<file path="src/rtl/pixel_stream_loader.sv">
// -----------------------------------------------------------------------------
// pixel_stream_loader
//
// Purpose:
//   Buffers a stream of source pixels in a small FIFO and replays them to a
//   downstream mainController as single-cycle write strobes. One frame is
//   N*N writes. After each write the loader stays quiet for GAP cycles, and
//   after the last write of a frame it emits a one-cycle frame_done pulse.
//
// Handshake (source side):
//   A pixel is transferred on every rising edge where src_valid=1 and
//   src_ready=1. src_ready is a register that is 1 exactly when the FIFO is
//   not full. It is independent of the FSM, so the FIFO keeps filling while
//   the loader is idle. Pixels that arrive after the last write of a frame
//   stay in the FIFO and start the next frame.
//
// Ports:
//   clk          in   rising-edge clock
//   rst_n        in   synchronous active-low reset
//   start        in   one-cycle frame request (honoured only in IDLE)
//   src_valid    in   source has a pixel
//   src_data     in   source pixel [pixelWidth]
//   src_ready    out  loader accepts a pixel this cycle (FIFO not full)
//   we           out  one-cycle write strobe to mainController
//   data_in      out  pixel for mainController, holds its last written value
//   pix_cnt      out  pixels written in the current frame [bitSize+1]
//   busy         out  frame in progress (WRITE or GAP_WAIT)
//   frame_done   out  one-cycle pulse the cycle after the final write
//   fsm_state_o  out  debug view of the FSM state register
//   stall_cnt    out  (PIXEL_LOADER_STALL_COUNT_EN only) cycles starved of data
//
// Configuration macro:
//   PIXEL_LOADER_STALL_COUNT_EN - adds the saturating 16-bit stall_cnt
//   output. It counts cycles spent in WRITE with no strobe and an empty
//   FIFO. The counter clears on reset and on an accepted start.
// -----------------------------------------------------------------------------
module pixel_stream_loader #(
    parameter int N          = 8,
    parameter int pixelWidth = 8,
    parameter int bitSize    = $clog2(N * N),
    parameter int DEPTH      = 4,
    parameter int GAP        = 1
) (
    input  logic                  clk,
    input  logic                  rst_n,
    input  logic                  start,
    input  logic                  src_valid,
    input  logic [pixelWidth-1:0] src_data,
    output logic                  src_ready,
    output logic                  we,
    output logic [pixelWidth-1:0] data_in,
    output logic [bitSize:0]      pix_cnt,
    output logic                  busy,
    output logic                  frame_done,
    output logic [1:0]            fsm_state_o
`ifdef PIXEL_LOADER_STALL_COUNT_EN
    ,
    output logic [15:0]           stall_cnt
`endif
);

    // -------------------------------------------------------------------------
    // Constants
    // -------------------------------------------------------------------------
    localparam int PTR_W = $clog2(DEPTH);
    localparam int CNT_W = PTR_W + 1;

    localparam logic [CNT_W-1:0] FULL_CNT   = CNT_W'(DEPTH);
    localparam logic [bitSize:0] FRAME_PIX  = (bitSize + 1)'(N * N);

    // GAP_WAIT counts down from GAP-1 to 0, giving exactly GAP quiet cycles.
    localparam logic [2:0] GAP_LAST = (GAP == 0) ? 3'd0 : 3'(GAP - 1);
    localparam bit         GAP_ZERO = (GAP == 0);

    localparam logic [1:0] S_IDLE     = 2'd0;
    localparam logic [1:0] S_WRITE    = 2'd1;
    localparam logic [1:0] S_GAP_WAIT = 2'd2;
    localparam logic [1:0] S_DONE     = 2'd3;

    // -------------------------------------------------------------------------
    // FIFO storage and bookkeeping
    // -------------------------------------------------------------------------
    logic [pixelWidth-1:0] mem_q [DEPTH];
    logic [PTR_W-1:0]      wr_ptr_q, wr_ptr_d;
    logic [PTR_W-1:0]      rd_ptr_q, rd_ptr_d;
    logic [CNT_W-1:0]      count_q,  count_d;
    logic                  src_ready_q, src_ready_d;

    // -------------------------------------------------------------------------
    // FSM and output registers
    // -------------------------------------------------------------------------
    logic [1:0]            state_q,      state_d;
    logic [2:0]            gap_cnt_q,    gap_cnt_d;
    logic                  we_q,         we_d;
    logic [pixelWidth-1:0] data_q,       data_d;
    logic [bitSize:0]      pix_cnt_q,    pix_cnt_d;
    logic                  frame_done_q, frame_done_d;

    logic push;
    logic pop;
    logic fifo_empty;
    logic last_pix;
    logic start_ok;

    // src_ready_q always mirrors "not full", so a push can never hit a full
    // FIFO and no push-while-full bypass is needed.
    assign push       = src_valid & src_ready_q;
    assign fifo_empty = (count_q == '0);
    assign pop        = (state_q == S_WRITE) & ~fifo_empty;
    assign last_pix   = ((pix_cnt_q + 1'b1) == FRAME_PIX);
    assign start_ok   = (state_q == S_IDLE) & start;

    // -------------------------------------------------------------------------
    // FIFO next-state
    // -------------------------------------------------------------------------
    always_comb begin
        wr_ptr_d = wr_ptr_q;
        rd_ptr_d = rd_ptr_q;
        count_d  = count_q;

        if (push) begin
            wr_ptr_d = wr_ptr_q + 1'b1;
        end
        if (pop) begin
            rd_ptr_d = rd_ptr_q + 1'b1;
        end

        if (push && !pop) begin
            count_d = count_q + 1'b1;
        end else if (!push && pop) begin
            count_d = count_q - 1'b1;
        end

        src_ready_d = (count_d != FULL_CNT);
    end

    // -------------------------------------------------------------------------
    // FSM next-state
    // -------------------------------------------------------------------------
    always_comb begin
        state_d      = state_q;
        gap_cnt_d    = gap_cnt_q;
        pix_cnt_d    = pix_cnt_q;
        we_d         = 1'b0;
        data_d       = data_q;
        frame_done_d = 1'b0;

        case (state_q)
            S_IDLE: begin
                // pix_cnt keeps showing the finished frame until a new start.
                if (start) begin
                    state_d   = S_WRITE;
                    pix_cnt_d = '0;
                end
            end

            S_WRITE: begin
                if (pop) begin
                    we_d      = 1'b1;
                    data_d    = mem_q[rd_ptr_q];
                    pix_cnt_d = pix_cnt_q + 1'b1;
                    if (last_pix) begin
                        state_d = S_DONE;
                    end else if (GAP_ZERO) begin
                        state_d = S_WRITE;
                    end else begin
                        state_d   = S_GAP_WAIT;
                        gap_cnt_d = GAP_LAST;
                    end
                end
            end

            S_GAP_WAIT: begin
                if (gap_cnt_q == 3'd0) begin
                    state_d = S_WRITE;
                end else begin
                    gap_cnt_d = gap_cnt_q - 1'b1;
                end
            end

            S_DONE: begin
                // The final strobe is visible while in DONE; frame_done
                // follows one cycle later, already back in IDLE.
                state_d      = S_IDLE;
                frame_done_d = 1'b1;
            end

            default: begin
                state_d = S_IDLE;
            end
        endcase
    end

    // -------------------------------------------------------------------------
    // Sequential state
    // -------------------------------------------------------------------------
    always_ff @(posedge clk) begin
        if (!rst_n) begin
            wr_ptr_q     <= '0;
            rd_ptr_q     <= '0;
            count_q      <= '0;
            src_ready_q  <= 1'b1;
            state_q      <= S_IDLE;
            gap_cnt_q    <= 3'd0;
            we_q         <= 1'b0;
            data_q       <= '0;
            pix_cnt_q    <= '0;
            frame_done_q <= 1'b0;
        end else begin
            wr_ptr_q     <= wr_ptr_d;
            rd_ptr_q     <= rd_ptr_d;
            count_q      <= count_d;
            src_ready_q  <= src_ready_d;
            state_q      <= state_d;
            gap_cnt_q    <= gap_cnt_d;
            we_q         <= we_d;
            data_q       <= data_d;
            pix_cnt_q    <= pix_cnt_d;
            frame_done_q <= frame_done_d;
        end
    end

    // Storage has no reset; the pointers define which entries are live.
    always_ff @(posedge clk) begin
        if (rst_n && push) begin
            mem_q[wr_ptr_q] <= src_data;
        end
    end

    // -------------------------------------------------------------------------
    // Optional stall counter
    // -------------------------------------------------------------------------
`ifdef PIXEL_LOADER_STALL_COUNT_EN
    logic [15:0] stall_cnt_q, stall_cnt_d;

    always_comb begin
        stall_cnt_d = stall_cnt_q;
        if (start_ok) begin
            stall_cnt_d = 16'd0;
        end else if ((state_q == S_WRITE) && !we_q && fifo_empty &&
                     (stall_cnt_q != 16'hFFFF)) begin
            stall_cnt_d = stall_cnt_q + 16'd1;
        end
    end

    always_ff @(posedge clk) begin
        if (!rst_n) begin
            stall_cnt_q <= 16'd0;
        end else begin
            stall_cnt_q <= stall_cnt_d;
        end
    end

    assign stall_cnt = stall_cnt_q;
`else
    // start_ok only feeds the stall counter.
    logic unused_start_ok;
    assign unused_start_ok = start_ok;
`endif

    // -------------------------------------------------------------------------
    // Outputs
    // -------------------------------------------------------------------------
    assign src_ready   = src_ready_q;
    assign we          = we_q;
    assign data_in     = data_q;
    assign pix_cnt     = pix_cnt_q;
    assign busy        = (state_q == S_WRITE) || (state_q == S_GAP_WAIT);
    assign frame_done  = frame_done_q;
    assign fsm_state_o = state_q;

endmodule

</file>
<file path="config.mk">
export PLATFORM = sky130hd
export DESIGN_NAME = pixel_stream_loader
export DESIGN_NICKNAME = d
export VERILOG_FILES = /design/src/rtl/pixel_stream_loader.sv
export SDC_FILE = /design/constraint.sdc
export NUM_CORES = 1
export LEC_CHECK = 0
export CAP_MARGIN = 20
export CORE_MARGIN = 2
export CORE_UTILIZATION = 45
export CTS_BUF_LIST = sky130_fd_sc_hd__clkbuf_4 sky130_fd_sc_hd__clkbuf_8
export DETAILED_ROUTE_END_ITERATION = 12
export PLACE_DENSITY = 0.69
export SYNTH_ARGS = -nofsm -noshare
export SYNTH_HDL_FRONTEND = slang
export SYNTH_SLANG_ARGS = --single-unit
</file>
<file path="constraint.sdc">
create_clock -name clk -period 2.95 [get_ports clk]
set_input_delay 0.59 -clock clk [delete_from_list [all_inputs] [get_ports clk]]
set_output_delay 0.59 -clock clk [all_outputs]
set_load 0.05 [all_outputs]
</file>
==> impl_results.md, run 1 <==
* Status: finished clean
* WP data arrival at 1880 ps
* RSZ-0062 raised after global routing: false
* Cells after synthesis at 237
* Unique masters post-synth at 41
* Post-synthesis cell area at 0.00283 mm²
* Top-count cell post-synth: nand2_1
* Final Slew Violations at 0
* CTS tree: yes
* Clk sinks at 62
* Crit-path max FO at 5
* Fin crit share at 83.8%
* Max cap viols at 0
* Critical Setup Path Class: reg2out
* Hpwl dp at 3.56 mm
* Post CTS Setup Buffer Count at 0
* CP delay by family, top: buffers and inverters
* Worst slew pin tran at 622 ps
* Placed Cells at 336
* Via count at 1867
* CP Depth at 3
* Power density over cell area at 781 mW/mm²
* Hold buffer count at CTS at 0
* Worst clock skew at 8.92 ps
* Gpl congestion at 0.743
* Hold violation total from the final report at 0
* Share of cells above drive strength 1 at 10.9%
* Synth-to-Final Area Change at 20.0%
* Final Setup Violations at 0
* Clk_lat worst skew at 340 ps
* Clock transition at the registers of the reported paths at 60 ps
* Mean Syn Cell Area at 12.0 µm²
* Crit-path max cell delay at 790 ps
* Iter 0 DRT Violations at 76
* Final critical-path required period at 2470 ps
* Worst-path cell chain: inv_1 > ha_1 > clkdlybuf4s50_1
* Diode count at 0
* Nets at 299
* Final WL at 5.24 mm
* H-tree depth at 3
* CTS buffer count at 9
* Synthesis-stage register bit count at 62
* I/O Pins at 33
* Min Hold Slack at 460 ps
* Wire length per cell at 14.9 µm
* Nature of the critical path startpoint: flop
* Slowest-stage cell, CP: clkdlybuf4s50_1
* YS warnings at 0
* Post-synth top area cell: edfxtp_1
* Setup TNS at 0 ps
* Core area at 0.00599 mm²
* Pre-antenna DRT Iters at 4
* Vias in the first global route at 1744
* Post-synth top cells: nand2_1, edfxtp_1, dfxtp_1
* Top FF cell, synth: edfxtp_1
* Maximum clock rate at 0.404 GHz
* WP buf/inv at 2
* Ranking of synthesized cells by area: edfxtp_1, dfxtp_1, ha_1, mux4_2, nand2_1
* Die width at 83.3 µm
* Relative slew slack at 58.5%
* Initial antenna violation count at 0
* Routed vias/inst at 5.32
* Final total power at 2.65 mW
* Clk buf depth at 2
* Die area at 0.00695 mm²
* Req. time, crit path at 2360 ps
* FP Rows at 28
* FFs w/ async S/R, synth at 0%
* Total gr overflow at 0
* Final core occ at 56.7%
* Syn_nets at 264
* Largest net degree at the start of global routing at 31
* Pleak at 1.23 nW
* Worst vdd ir at 545 µV
* Register area share after synthesis at 55.1%
* Antenna Violating Nets Remaining at 0
* Root Driver: clkbuf_8
* Gr usage total at 16.1%
* IO Port Bufs at 32
* Worst Reg-to-Reg Cells at 6
* # DRC at 0
* WHS Path Cells at 2
* Crit end category: primary output
* Post-synth top area share at 33.9%
* First-pass GRT wire length at 8.72 mm
* Starting density of the core at 47.3%
* Number of synthesized flops with an enable pin at 32
* Worst Hold Class: reg2reg
* Die Ht at 83.3 µm
* Finished Layout Cells at 351
* Post-cts sizing count at 0
through the flow:
step	instance area, µm²	setup slack (ps)
after floorplan	2830	942
after global placement	3220	753
after detailed placement	3220	696
after CTS	3400	456
after global routing	3400	375
final	3400	477
cell type report:
class                   count  area (µm²)
clock buffers              10         131
clock inverters             5        51.3
fillers                   510        2590
inverters                  11        41.3
multi-input cells         155        1190
flip-flops and latches     62        1560
well taps                  75        93.8
repair buffers             33         328
worst min-delay path, stage by stage (launching register included):
cell	delay (ps)
dfxtp_1	310
nand2_1	50
mux2i_1	50
where the power goes:
group	switching (mW)	internal, mW	total [mW]
Combinational	0.515	0.352	0.866
Sequential	0.0864	0.993	1.08
Clock	0.320	0.389	0.709
Total	0.921	1.73	2.65
final timing paths:
path                                     start      endpoint  slack [ps]
worst min register to register    gap_cnt_q[1]  gap_cnt_q[1]         460
worst min-delay path              gap_cnt_q[1]  gap_cnt_q[1]         460
worst max-delay path            fsm_state_o[1]          busy         480
worst max register to register  fsm_state_o[1]     src_ready         900
cell families after synthesis:
group,synth area share [%]
xor+xnor,2.43
flops,55.1
buf+inv,2.83
mux,8.13
fa+ha+maj,6.63
compound gates,9.98
simple gates,14.9
placed cells by master, fill, tap and decap left out, types with 3 or more instances in the layout:
cell type and n:
inv_1 11, ha_1 15, nand2b_1 5, xnor2_1 4
and2_1 7, a21boi_0 10, o21ai_0 6, and3_1 8
mux2i_1 5, nand2_1 34, dfxtp_1 30, edfxtp_1 32
nand3_1 5, mux4_2 8, clkbuf_8 9, a21oi_1 6
a31oi_1 5, clkdlybuf4s50_1 32, nor2_1 7, nor2b_1 3
per-layer routing:
layer	wire (µm)	vias to the layer above	global-route usage [%]
met5	0	-	0
met4	78	0	6.26
met3	190	8	4.87
met2	2350	36	23.2
met1	2620	896	22.9
li1	-	927	-
flip-flops by register name (all words and copies together) (netlist names):
| signal | cells |
|---|---|
| count_q | 3 |
| data_in | 8 |
| frame_done | 1 |
| fsm_state_o | 2 |
| gap_cnt_q | 3 |
| mem_q | 32 |
| pix_cnt | 7 |
| rd_ptr_q | 2 |
| src_ready | 1 |
| we | 1 |
| wr_ptr_q | 2 |
No activity file was read; power rests on OpenSTA's default activity.
==> run 2, diff against run 1 <==
PLACE_DENSITY = 0.72   (was 0.69)
clock period = 2 ns   (was 2.95 ns; I/O delays follow)
==> impl_results.md, run 2 (synthesis gave the netlist of run 1 again) <==
* Root Driver: clkbuf_8
* I/O Pins at 33
* Crit-path max cell delay at 830 ps
* WP data arrival at 1530 ps
* Final WL at 5.41 mm
* Critical Setup Path Class: reg2out
* Worst vdd ir at 716 µV
* Slowest-stage cell, CP: clkdlybuf4s50_1
* Placed Cells at 342
* Total gr overflow at 0
* Maximum clock rate at 0.517 GHz
* CP delay by family, top: buffers and inverters
* WHS Path Cells at 2
* Wire length per cell at 15.1 µm
* Finished Layout Cells at 358
* RSZ-0062 raised after global routing: false
* Number of flip-flops under the largest register name at 32
* Starting density of the core at 47.3%
* Core area at 0.00599 mm²
* Worst Reg-to-Reg Cells at 6
* Hold Startpoint: gap_cnt_q[1]
* FILL cells at 504
* Largest net degree at the start of global routing at 32
* Final Setup Violations at 0
* Die Ht at 83.3 µm
* Worst hold path endpoint: gap_cnt_q[1]
* Post CTS Setup Buffer Count at 0
* Final Slew Violations at 0
* Fin crit share at 96.7%
* Pre-antenna DRT Iters at 4
* WP buf/inv at 1
* Req. time, crit path at 1600 ps
* Antenna Violating Nets Remaining at 0
* Gr usage total at 16.5%
* Routed vias/inst at 5.32
* Commonest non-fill, non-tap cell in the layout: nand2_1
* Hold violation total from the final report at 0
* Relative slew slack at 65.0%
* R2r endpoint: gap_cnt_q[0]
* Clk buf depth at 2
* Power density over cell area at 1180 mW/mm²
* First-pass GRT wire length at 8.96 mm
* Top reg by flops: mem_q
* Worst-path cell chain: clkdlybuf4s50_1
* Gpl congestion at 0.766
* Clock transition at the registers of the reported paths at 80 ps
* Pleak at 1.34 nW
* FF-to-FF Start: pix_cnt[1]
* Max cap viols at 0
* Hpwl dp at 3.82 mm
* Crit end category: primary output
* Clk sinks at 62
* IO Port Bufs at 32
* Vias in the first global route at 1817
* Diode count at 0
* Commonest cells after routing, fill and taps aside: nand2_1, edfxtp_1, dfxtp_1
* Worst clock skew at 9.37 ps
* Worst Hold Class: reg2reg
* Die area at 0.00695 mm²
* Worst slew pin tran at 523 ps
* FP Rows at 28
* R2R setup slack at 270 ps
* Iter 0 DRT Violations at 65
* CTS tree: yes
* Setup TNS at 0 ps
* Nature of the critical path startpoint: flop
* Via count at 1903
* Clk_lat worst skew at 340 ps
* Final total power at 4.10 mW
* Status: finished clean
* Die width at 83.3 µm
* Initial antenna violation count at 0
* CTS buffer count at 9
* Final critical-path required period at 1930 ps
* Nets at 305
* H-tree depth at 3
* Hold buffer count at CTS at 0
* # DRC at 0
* Synth-to-Final Area Change at 22.7%
* Share of cells above drive strength 1 at 15.5%
* Crit-path max FO at 2
## run 2: cell types whose count changed in the layout (fill, tap and decap cells not counted), moves of 2 or more
cell | previous run | this run
clkdlybuf4s50_1 | 32 | 22
buf_4 | 1 | 10
dlygate4sd2_1 | 0 | 3
dlymetal6s2s_1 | 0 | 3
inv_6 | 0 | 3
clkinv_2 | 2 | 0
## run 2: area by class of cell
| type | count | area [µm²] | share of cell area, % |
|---|---|---|---|
| Inverter | 11 | 41.3 | 1.19 |
| Tap cell | 75 | 93.8 | 2.70 |
| Sequential cell | 62 | 1560 | 45.0 |
| Multi-Input combinational cell | 155 | 1190 | 34.4 |
| Timing Repair Buffer | 39 | 379 | 10.9 |
| Clock inverter | 7 | 80.1 | 2.30 |
| Clock buffer | 9 | 124 | 3.57 |
## run 2: metal layers
layer  global-route usage [%]  routed length, µm
met5                        0                  0
met3                     5.86                249
met4                     5.81                 74
met1                     21.5               2610
met2                     25.5               2480
## run 2: repair_timing
item,in CTS,in global routing
resized for setup,3,4
setup endpoints to repair,3,4
hold endpoints to repair,0,0
cloned,0,0
## run 2: report_power, final
part           leakage (nW)  internal (mW)  total [mW]  switching [mW]
sequential            0.535           1.47        1.56          0.0915
combinational         0.705          0.604        1.43           0.830
clock                0.0968          0.589        1.11           0.524
total                  1.34           2.66        4.10            1.45
## run 2: per-stage QoR
step / util (%) / worst slack [ps] / hold slack [ps] / instance area (µm²)
2_1_floorplan: - / 3.23 / 438 / 2830
3_3_place_gp: 54.5 / 115 / 446 / 3260
3_5_place_dp: 54.5 / 68.0 / 459 / 3260
4_1_cts: 57.8 / 8.29 / 471 / 3460
5_1_grt: 58.0 / 32.4 / 494 / 3470
6_report: 58.0 / 66.2 / 466 / 3470
## run 2: worst max-delay path by stage
| stage | start | endpoint | cells past startpoint |
|---|---|---|---|
| floorplan | pix_cnt[1] | gap_cnt_q[1] | 6 |
| global placement | src_valid | mem_q[1][3] | 3 |
| detailed placement | src_valid | mem_q[1][3] | 3 |
| CTS | fsm_state_o[1] | fsm_state_o[1] | 1 |
| global route | data_in[6] | data_in[6] | 1 |
| finish | data_in[1] | data_in[1] | 1 |
==> run 3, diff against run 2 <==
ABC_AREA = 1   (was unset)
==> impl_results.md, run 3 <==
* FILL cells at 529
* Synthesis-stage register bit count at 62
* Clk_lat worst skew at 340 ps
* Diode count at 0
* Setup TNS at 0 ps
* CP endpoint: data_in[3]
* Worst vdd ir at 822 µV
* Final total power at 4.87 mW
* Pre-antenna DRT Iters at 5
* Starting density of the core at 46.8%
* CTS tree: yes
* Die area at 0.00683 mm²
* Crit-path max FO at 2
* Gr usage total at 18.9%
* WHS Path Cells at 2
* I/O Pins at 33
* YS warnings at 0
* Final core occ at 58.7%
* Largest net degree at the start of global routing at 18
* Commonest non-fill, non-tap cell in the layout: nor2_1
* Maximum clock rate at 0.528 GHz
* Req. time, crit path at 1600 ps
* Wire length per cell at 13.7 µm
* R2r endpoint: pix_cnt[5]
* Hpwl dp at 4.32 mm
* Routed vias/inst at 5.04
* Max cap viols at 0
* Post-synth top cells: nor2_1, inv_1, nand2_1
* Crit-path max cell delay at 810 ps
* Via count at 2177
* Clk sinks at 62
* Commonest cells after routing, fill and taps aside: nor2_1, inv_1, nand2_1
* CP delay by family, top: buffers and inverters
* Hold violation total from the final report at 0
* H-tree depth at 3
* Clk buf depth at 2
* Slowest-stage cell, CP: clkdlybuf4s50_1
* Top-count cell post-synth: nor2_1
* Reg area at 0.00156 mm²
* Worst-path cell chain: clkdlybuf4s50_1
* Final Slew Violations at 0
* Cells after synthesis at 305
* Synth-to-Final Area Change at 25.6%
* Unique masters post-synth at 28
* Share of cells above drive strength 1 at 10.4%
* Multi-input gate area at 0.00103 mm²
* Top FF cell, synth: edfxtp_1
* Initial antenna violation count at 0
* WP data arrival at 1500 ps
* Total gr overflow at 0
* Worst Reg-to-Reg Cells at 7
* # DRC at 0
* Nets at 379
* Number of synthesized flops with an enable pin at 32
* Design Area, Final at 0.00350 mm²
* R2R setup slack at 190 ps
* FFs w/ async S/R, synth at 0%
* WP buf/inv at 1
* Root Driver: clkbuf_8
* Power density over cell area at 1390 mW/mm²
* Iter 0 DRT Violations at 123
* Worst Hold Class: reg2reg
* Final Setup Violations at 0
* Crit end category: primary output
* FP Rows at 28
* IO Port Bufs at 32
* Post-synth top area cell: edfxtp_1
* Fin crit share at 94.8%
* DP Area at 0.00325 mm²
* Number of flip-flops under the largest register name at 32
* Mean Syn Cell Area at 9.13 µm²
* Syn_nets at 332
* Clock transition at the registers of the reported paths at 70 ps
* Vias in the first global route at 1964
* Worst slew pin tran at 504 ps
* Setup crit start: data_in[3]
* Nature of the critical path startpoint: flop
* Gpl congestion at 0.792
* Relative slew slack at 66.4%
* Ranking of synthesized cells by area: edfxtp_1, dfxtp_1, nor2_1, ha_1, o21ai_0
* Final critical-path required period at 1900 ps
* Status: finished clean
* Antenna Violating Nets Remaining at 0
* First-pass GRT wire length at 9.33 mm
* Post-synthesis cell area at 0.00279 mm²
* RSZ-0062 raised after global routing: false
* CTS buffer count at 9
* Final WL at 5.90 mm
* Critical Setup Path Class: reg2out
* Core area at 0.00596 mm²
* Pleak at 1.51 nW
* FF-to-FF Start: fsm_state_o[1]
* Die Ht at 82.7 µm
* CP Depth at 1
* Die width at 82.7 µm
* Hold buffer count at CTS at 0
* Top reg by flops: mem_q
* Register area share after synthesis at 56.1%
* Post-synth top area share at 34.5%
* Worst clock skew at 9.17 ps
## run 3: final cells by class
cell class	count	area share, %
repair buffers	42	11.6
well taps	75	2.68
flip-flops and latches	62	44.7
multi-input cells	194	29.5
inverters	43	4.62
clock buffers	10	3.76
clock inverters	6	3.15
## run 3: worst min-delay path by stage
stage | startpoint | end | slack (ps)
finish | gap_cnt_q[0] | gap_cnt_q[0] | 500
global route | wr_ptr_q[1] | wr_ptr_q[1] | 550
CTS | gap_cnt_q[0] | gap_cnt_q[0] | 500
detailed placement | gap_cnt_q[0] | gap_cnt_q[0] | 480
global placement | gap_cnt_q[0] | gap_cnt_q[0] | 470
floorplan | gap_cnt_q[0] | gap_cnt_q[0] | 450
## run 3: what timing repair did
action	CTS	global route
setup buffers	0	0
resized for setup	3	4
setup endpoints to repair	3	4
## run 3: logic make-up after synthesis
kind of cell / count (synthesis) / synth area share [%]
AOI/OAI and AO/OA: 66 / 13.0
xor gates and xnor gates: 2 / 0.629
adders and majority gates: 15 / 6.74
buffers and inverters: 49 / 6.87
DFF: 62 / 56.1
and+or+nand+nor: 111 / 16.7
## run 3: report_power, final
group	switching (mW)	internal (mW)
sequential	0.132	1.54
combinational	1.22	0.657
clock	0.485	0.839
## run 3: layer usage
layer	GRT usage, %	routed length [µm]	up-vias
met2	31.7	2910	63
li1	-	-	1104
met1	22.6	2600	1004
met3	6.96	326	6
met4	5.90	72	0
met5	0	0	-
## run 3: through the flow
step	hold WS, ps	worst slack (ps)	instances
global placement	465	194	416
finish	499	104	432
CTS	501	0.440	432
floorplan	452	111	305
detailed placement	484	176	416
global route	549	21.7	432
